## src/rtl/uart_rx_os16.sv

```systemverilog
// 16x-oversampled UART receiver: start/mid-bit sampling, stop check, valid/ack handshake.
// Optional parity bit and parity_err pulse are compiled in with `define UART_RX_PARITY_EN.
module uart_rx_os16 #(
    parameter int DATA_BITS  = 8,
    parameter bit PARITY_ODD = 1'b0
) (
    input  logic                 clk,
    input  logic                 rst_n,
    input  logic                 os_tick,
    input  logic                 rx,
    input  logic                 rx_ack,
    output logic [DATA_BITS-1:0] rx_data,
    output logic                 rx_valid,
    output logic                 frame_err,
    output logic                 overrun_err,
`ifdef UART_RX_PARITY_EN
    output logic                 parity_err,
`endif
    output logic                 busy
);

    localparam int             BCW      = $clog2(DATA_BITS + 1);
    localparam logic [BCW-1:0] LAST_BIT = BCW'(DATA_BITS - 1);

    localparam logic [2:0] ST_IDLE   = 3'd0;
    localparam logic [2:0] ST_START  = 3'd1;
    localparam logic [2:0] ST_DATA   = 3'd2;
    localparam logic [2:0] ST_STOP   = 3'd3;
`ifdef UART_RX_PARITY_EN
    localparam logic [2:0] ST_PARITY = 3'd4;
    localparam logic [2:0] AFTER_DATA = ST_PARITY;

    function automatic logic parity_fail(input logic [DATA_BITS-1:0] d, input logic p, input logic odd);
        return ((^d) ^ p) != odd;
    endfunction
`else
    localparam logic [2:0] AFTER_DATA = ST_STOP;

    logic parity_unused_s;
    assign parity_unused_s = PARITY_ODD;
`endif

    logic                 sync1_r;
    logic                 rx_s;
    logic [2:0]           state_r, state_nxt;
    logic [3:0]           os_cnt_r, os_cnt_nxt;
    logic [BCW-1:0]       bit_cnt_r, bit_cnt_nxt;
    logic [DATA_BITS-1:0] shreg_r, shreg_nxt;
    logic                 armed_r, armed_nxt;
    logic [DATA_BITS-1:0] data_nxt;
    logic                 valid_nxt, ferr_nxt, oerr_nxt;
`ifdef UART_RX_PARITY_EN
    logic                 par_bit_r, par_bit_nxt, perr_nxt;
`endif

    // Two-flop synchronizer; idles high so reset does not look like a start bit.
    always_ff @(posedge clk) begin
        if (!rst_n) begin
            sync1_r <= 1'b1;
            rx_s    <= 1'b1;
        end else begin
            sync1_r <= rx;
            rx_s    <= sync1_r;
        end
    end

    // Frame sequencing and handshake decisions; counters only move on os_tick.
    always_comb begin
        state_nxt   = state_r;
        os_cnt_nxt  = os_cnt_r;
        bit_cnt_nxt = bit_cnt_r;
        shreg_nxt   = shreg_r;
        armed_nxt   = armed_r;
        data_nxt    = rx_data;
        ferr_nxt    = 1'b0;
        oerr_nxt    = 1'b0;
`ifdef UART_RX_PARITY_EN
        par_bit_nxt = par_bit_r;
        perr_nxt    = 1'b0;
`endif
        if (rx_ack && rx_valid) begin
            valid_nxt = 1'b0;
        end else begin
            valid_nxt = rx_valid;
        end

        case (state_r)
            ST_IDLE: begin
                if (rx_s) begin
                    armed_nxt = 1'b1;
                end else if (os_tick && armed_r) begin
                    state_nxt  = ST_START;
                    os_cnt_nxt = 4'd0;
                    armed_nxt  = 1'b0;
                end else begin
                    armed_nxt = armed_r;
                end
            end
            ST_START: begin
                if (!os_tick) begin
                    os_cnt_nxt = os_cnt_r;
                end else if (os_cnt_r == 4'd7) begin
                    os_cnt_nxt  = 4'd0;
                    bit_cnt_nxt = '0;
                    if (!rx_s) begin
                        state_nxt = ST_DATA;
                    end else begin
                        state_nxt = ST_IDLE;
                    end
                end else begin
                    os_cnt_nxt = os_cnt_r + 4'd1;
                end
            end
            ST_DATA: begin
                if (!os_tick) begin
                    os_cnt_nxt = os_cnt_r;
                end else if (os_cnt_r == 4'd15) begin
                    shreg_nxt   = {rx_s, shreg_r[DATA_BITS-1:1]};
                    os_cnt_nxt  = 4'd0;
                    bit_cnt_nxt = bit_cnt_r + BCW'(1);
                    if (bit_cnt_r == LAST_BIT) begin
                        state_nxt = AFTER_DATA;
                    end else begin
                        state_nxt = ST_DATA;
                    end
                end else begin
                    os_cnt_nxt = os_cnt_r + 4'd1;
                end
            end
`ifdef UART_RX_PARITY_EN
            ST_PARITY: begin
                if (!os_tick) begin
                    os_cnt_nxt = os_cnt_r;
                end else if (os_cnt_r == 4'd15) begin
                    par_bit_nxt = rx_s;
                    os_cnt_nxt  = 4'd0;
                    state_nxt   = ST_STOP;
                end else begin
                    os_cnt_nxt = os_cnt_r + 4'd1;
                end
            end
`endif
            ST_STOP: begin
                if (!os_tick) begin
                    os_cnt_nxt = os_cnt_r;
                end else if (os_cnt_r == 4'd15) begin
                    state_nxt  = ST_IDLE;
                    os_cnt_nxt = 4'd0;
`ifdef UART_RX_PARITY_EN
                    perr_nxt   = parity_fail(shreg_r, par_bit_r, PARITY_ODD);
`endif
                    // A good stop always delivers; an ack in the same cycle only suppresses overrun.
                    if (rx_s) begin
                        data_nxt  = shreg_r;
                        valid_nxt = 1'b1;
                        oerr_nxt  = rx_valid & ~rx_ack;
                    end else begin
                        ferr_nxt = 1'b1;
                    end
                end else begin
                    os_cnt_nxt = os_cnt_r + 4'd1;
                end
            end
            default: begin
                state_nxt  = ST_IDLE;
                os_cnt_nxt = 4'd0;
                armed_nxt  = 1'b0;
            end
        endcase
    end

    // State, counters and registered host-side outputs.
    always_ff @(posedge clk) begin
        if (!rst_n) begin
            state_r     <= ST_IDLE;
            os_cnt_r    <= 4'd0;
            bit_cnt_r   <= '0;
            shreg_r     <= '0;
            armed_r     <= 1'b0;
            rx_data     <= '0;
            rx_valid    <= 1'b0;
            frame_err   <= 1'b0;
            overrun_err <= 1'b0;
            busy        <= 1'b0;
`ifdef UART_RX_PARITY_EN
            par_bit_r   <= 1'b0;
            parity_err  <= 1'b0;
`endif
        end else begin
            state_r     <= state_nxt;
            os_cnt_r    <= os_cnt_nxt;
            bit_cnt_r   <= bit_cnt_nxt;
            shreg_r     <= shreg_nxt;
            armed_r     <= armed_nxt;
            rx_data     <= data_nxt;
            rx_valid    <= valid_nxt;
            frame_err   <= ferr_nxt;
            overrun_err <= oerr_nxt;
            busy        <= (state_nxt != ST_IDLE);
`ifdef UART_RX_PARITY_EN
            par_bit_r   <= par_bit_nxt;
            parity_err  <= perr_nxt;
`endif
        end
    end

endmodule

```

## config.mk

```make
export PLATFORM = sky130hd
export DESIGN_NAME = uart_rx_os16
export DESIGN_NICKNAME = d
export VERILOG_FILES = /design/src/rtl/uart_rx_os16.sv
export SDC_FILE = /design/constraint.sdc
export NUM_CORES = 1
export LEC_CHECK = 0
export BUFFER_PORTS_ARGS = -buffer_cell sky130_fd_sc_hd__buf_2
export CAP_MARGIN = 20
export CORE_MARGIN = 2
export CORE_UTILIZATION = 45
export CTS_CLUSTER_DIAMETER = 120
export DETAILED_ROUTE_END_ITERATION = 8
export GPL_TIMING_DRIVEN = 0
export HOLD_SLACK_MARGIN = 0.03
export PLACE_DENSITY = 0.7
export SLEW_MARGIN = 0
export SYNTH_ARGS = -nofsm -noshare
export SYNTH_HDL_FRONTEND = slang
export SYNTH_SLANG_ARGS = --single-unit
```

## constraint.sdc

```tcl
create_clock -name clk -period 3.4 [get_ports clk]
set_clock_uncertainty 0.1 [all_clocks]
set_input_delay 0.51 -clock clk [delete_from_list [all_inputs] [get_ports clk]]
set_output_delay 0.51 -clock clk [all_outputs]
set_load 0.02 [all_outputs]
```

==> results.md <==
* Hold endpoint: sync1_r
* Hold buffer count at CTS at 0
* Leak Pwr at 0.631 nW
* Worst Path Required at 3.53 ns
* Synthesized cell area at 0.00150 mm²
* Antenna violations before repair at 0
* Worst r2r src: os_cnt_r[0]
* Clock-pin slew on the worst setup and hold paths at 0.10 ns
* CTS tree: built
* Startpoint Class: flip-flop
* Tmin final at 1.74 ns
* Crit path DAT at 1.88 ns
* Area added between synthesis and finish at 14.4%
* Most common cell after layout, fill and taps aside: dfxtp_1
* Drt first-iter violations at 40
* # Max-Cap Violations at 0
* Register Area at 681 µm²
* Yosys top cell area share at 45.3%
* Post-CTS resize count at 0
* Hold_sp: rx
* Setup bufs post-CTS at 0
* Port Buf Inserts at 16
* Worst R2R Path Depth at 6
* Run status: finished, final reports clean
* DR pass1 iterations at 4
* Later-pin clock latency in the skew report at 0.34 ns
* Avg Cell Area, Syn at 10.1 µm²
* Worst vdd ir at 0.245 mV
* Fin cells at 216
* Bufs on Longest Clock Path at 2
* Crit path largest cell delay at 0.38 ns
* Delay-heaviest family, CP: simple AND/OR/NAND/NOR gates
* DPL Wire Length at 1930 µm
* CP max stage cell: dfxtp_1
* DR WL/cell at 12.4 µm
* Die height at 61.8 µm
* Total power divided by cell area at 421 mW/mm²
* CTS root buf: clkbuf_4
* Synthesized flop and latch total at 34
* CP Launch Point: os_cnt_r[0]
* Hold Path Class: in -> reg
* Total GRT Usage at 17.2%
* WP buf/inv at 1
* FILL cells at 318
* Reg-to-Reg End: shreg_r[6]
* # nets final at 179
* Critical Path Stages at 6
* Global-route wire length before repair at 4640 µm
* Drt drc at 0
* Largest net degree at the start of global routing at 11
* Seq/Total Area, Yosys at 45.3%
* Final ANT Viol Nets at 0
* Starting Density at 48.4%
* Antenna Cells at 0
* Actual slew at the worst max-slew pin at 0.709 ns
* Setup TNS at 0 ns
* Synth area leaders: dfxtp_1, mux2i_1, nor2b_1
* Core Box Area at 0.00310 mm²
* R2R setup slack at 1.66 ns
* Ports at 17
* Multi-input gate area at 738 µm²
* Layout cells sized above 1 at 20.3%
* Commonest cells after routing, fill and taps aside: dfxtp_1, nor2b_1, buf_2
* Syn nets at 156
* CTS buffer count at 5
* Grt ovf at 0
* Library cells used by synthesis at 41
* Top cell type by total area after synthesis: dfxtp_1
* Synth Instances at 149
* Final hold violation count at 0
* DIE WIDTH at 61.8 µm
* Die area at 0.00382 mm²
* Cell Rows at 20
* DR vias/cell at 5.09
* Critical-path cell list: ha_1, nand2_1, nor4_2, buf_4, mux2i_1, nor2b_1
* Final WL at 2680 µm
* RSZ-0062 raised after global routing: false
* Max Fclk at 0.574 GHz
* Crit-path max FO at 10
* Yosys warns at 0
* Sink Count at 34
* Vias in the first global route at 1037
* Vias at 1100
* Count of pins over their slew limit at 0
* Period utilisation layout at 51.3%
* Final RePlAce weighted congestion at 0.820
* Relative slew margins at 52.1%
* Setup CP Type: reg -> reg
* Cell depth of the worst hold path at 2
* CP endpoint kind: flip-flop
* Dpl cells at 209
* CTS H-tree depth at 2
* Final setup vio count at 0
## how the worst max path moves through the flow
stage            endpoint
2_1_floorplan        busy
3_3_place_gp         busy
3_5_place_dp   shreg_r[6]
4_1_cts        shreg_r[6]
5_1_grt        shreg_r[6]
6_report       shreg_r[6]
## metal layers
metal  wire length, µm  vias up  GRT usage [%]  share of wire, %
li1                  -      561              -                 -
met1              1230      509           20.7                46
met2              1270       24           26.8                47
met3               104        6           4.35               3.9
met4                77        0           11.9               2.9
met5                 0        -              0                 0
## report_power, final
part           leakage, nW  total [mW]  switching (mW)  internal [mW]
logic                0.312      0.0183          0.0108        0.00753
clock network       0.0443       0.302           0.131          0.171
registers            0.275       0.403         0.00279          0.400
total                0.631       0.724           0.145          0.579
## synthesized netlist by cell type
master,n
a2111oi_4,1
a211oi_2,1
a21boi_0,2
a21oi_1,2
a221oi_1,1
a22oi_1,1
a31oi_1,2
a32o_1,1
a32oi_1,1
and2_1,1
and3_1,4
and3b_1,1
buf_2,1
buf_4,2
buf_6,3
clkbuf_1,2
conb_1,1
dfxtp_1,34
ha_1,2
inv_1,6
mux2i_1,16
nand2_1,5
nand2b_1,5
nand3_1,4
nand3_4,1
nand4_1,1
nor2_1,13
nor2_2,1
nor2b_1,17
nor3b_1,1
nor4_1,1
nor4_2,2
nor4bb_1,1
o2111ai_1,2
o211ai_1,1
o21ai_0,2
o31ai_1,1
o41ai_1,1
or3_1,1
xnor2_1,2
xor2_1,2
## metrics by stage
| step | utilization [%] | setup WS (ns) | cell area, µm² | total power, mW | hold slack (ns) |
|---|---|---|---|---|---|
| global route | 55.4 | 1.50 | 1720 | 0.749 | 0.273 |
| detailed placement | 52.8 | 1.61 | 1640 | 0.431 | 0.300 |
| global placement | 52.8 | 1.60 | 1640 | 0.430 | 0.293 |
| CTS | 55.4 | 1.63 | 1720 | 0.733 | 0.251 |
| floorplan | - | 1.79 | 1500 | 0.423 | 0.286 |
| finish | 55.4 | 1.66 | 1720 | 0.724 | 0.256 |
## cells by family after synthesis
kind of cell / Yosys count / share of synthesized area [%]
AO/OA/AOI/OAI: 19 / 10.9
XOR/XNOR: 4 / 2.33
adder cells (fa/ha/maj): 2 / 1.67
buffers and inverters: 14 / 5.58
flip-flops: 34 / 45.3
multiplexers: 16 / 10.7
other: 1 / 0.250
AND/OR/NAND/NOR: 59 / 23.3
## flip-flops by register name, indices dropped and copies added, names as in the netlist
signal       cells
rx_data          8
shreg_r          8
bit_cnt_r        4
os_cnt_r         4
state_r          3
armed_r          1
busy             1
frame_err        1
overrun_err      1
rx_s             1
rx_valid         1
sync1_r          1
## cell type report
type / instances / area share, %
Buffer: 8 / 3.57
Clock buffer: 6 / 2.98
Clock inverter: 1 / 1.75
Inverter: 6 / 1.31
Multi-Input combinational cell: 101 / 42.9
Sequential cell: 34 / 39.6
Tap cell: 44 / 3.20
Timing Repair Buffer: 16 / 4.66
Note: power is estimated with default switching activity, not from simulation.
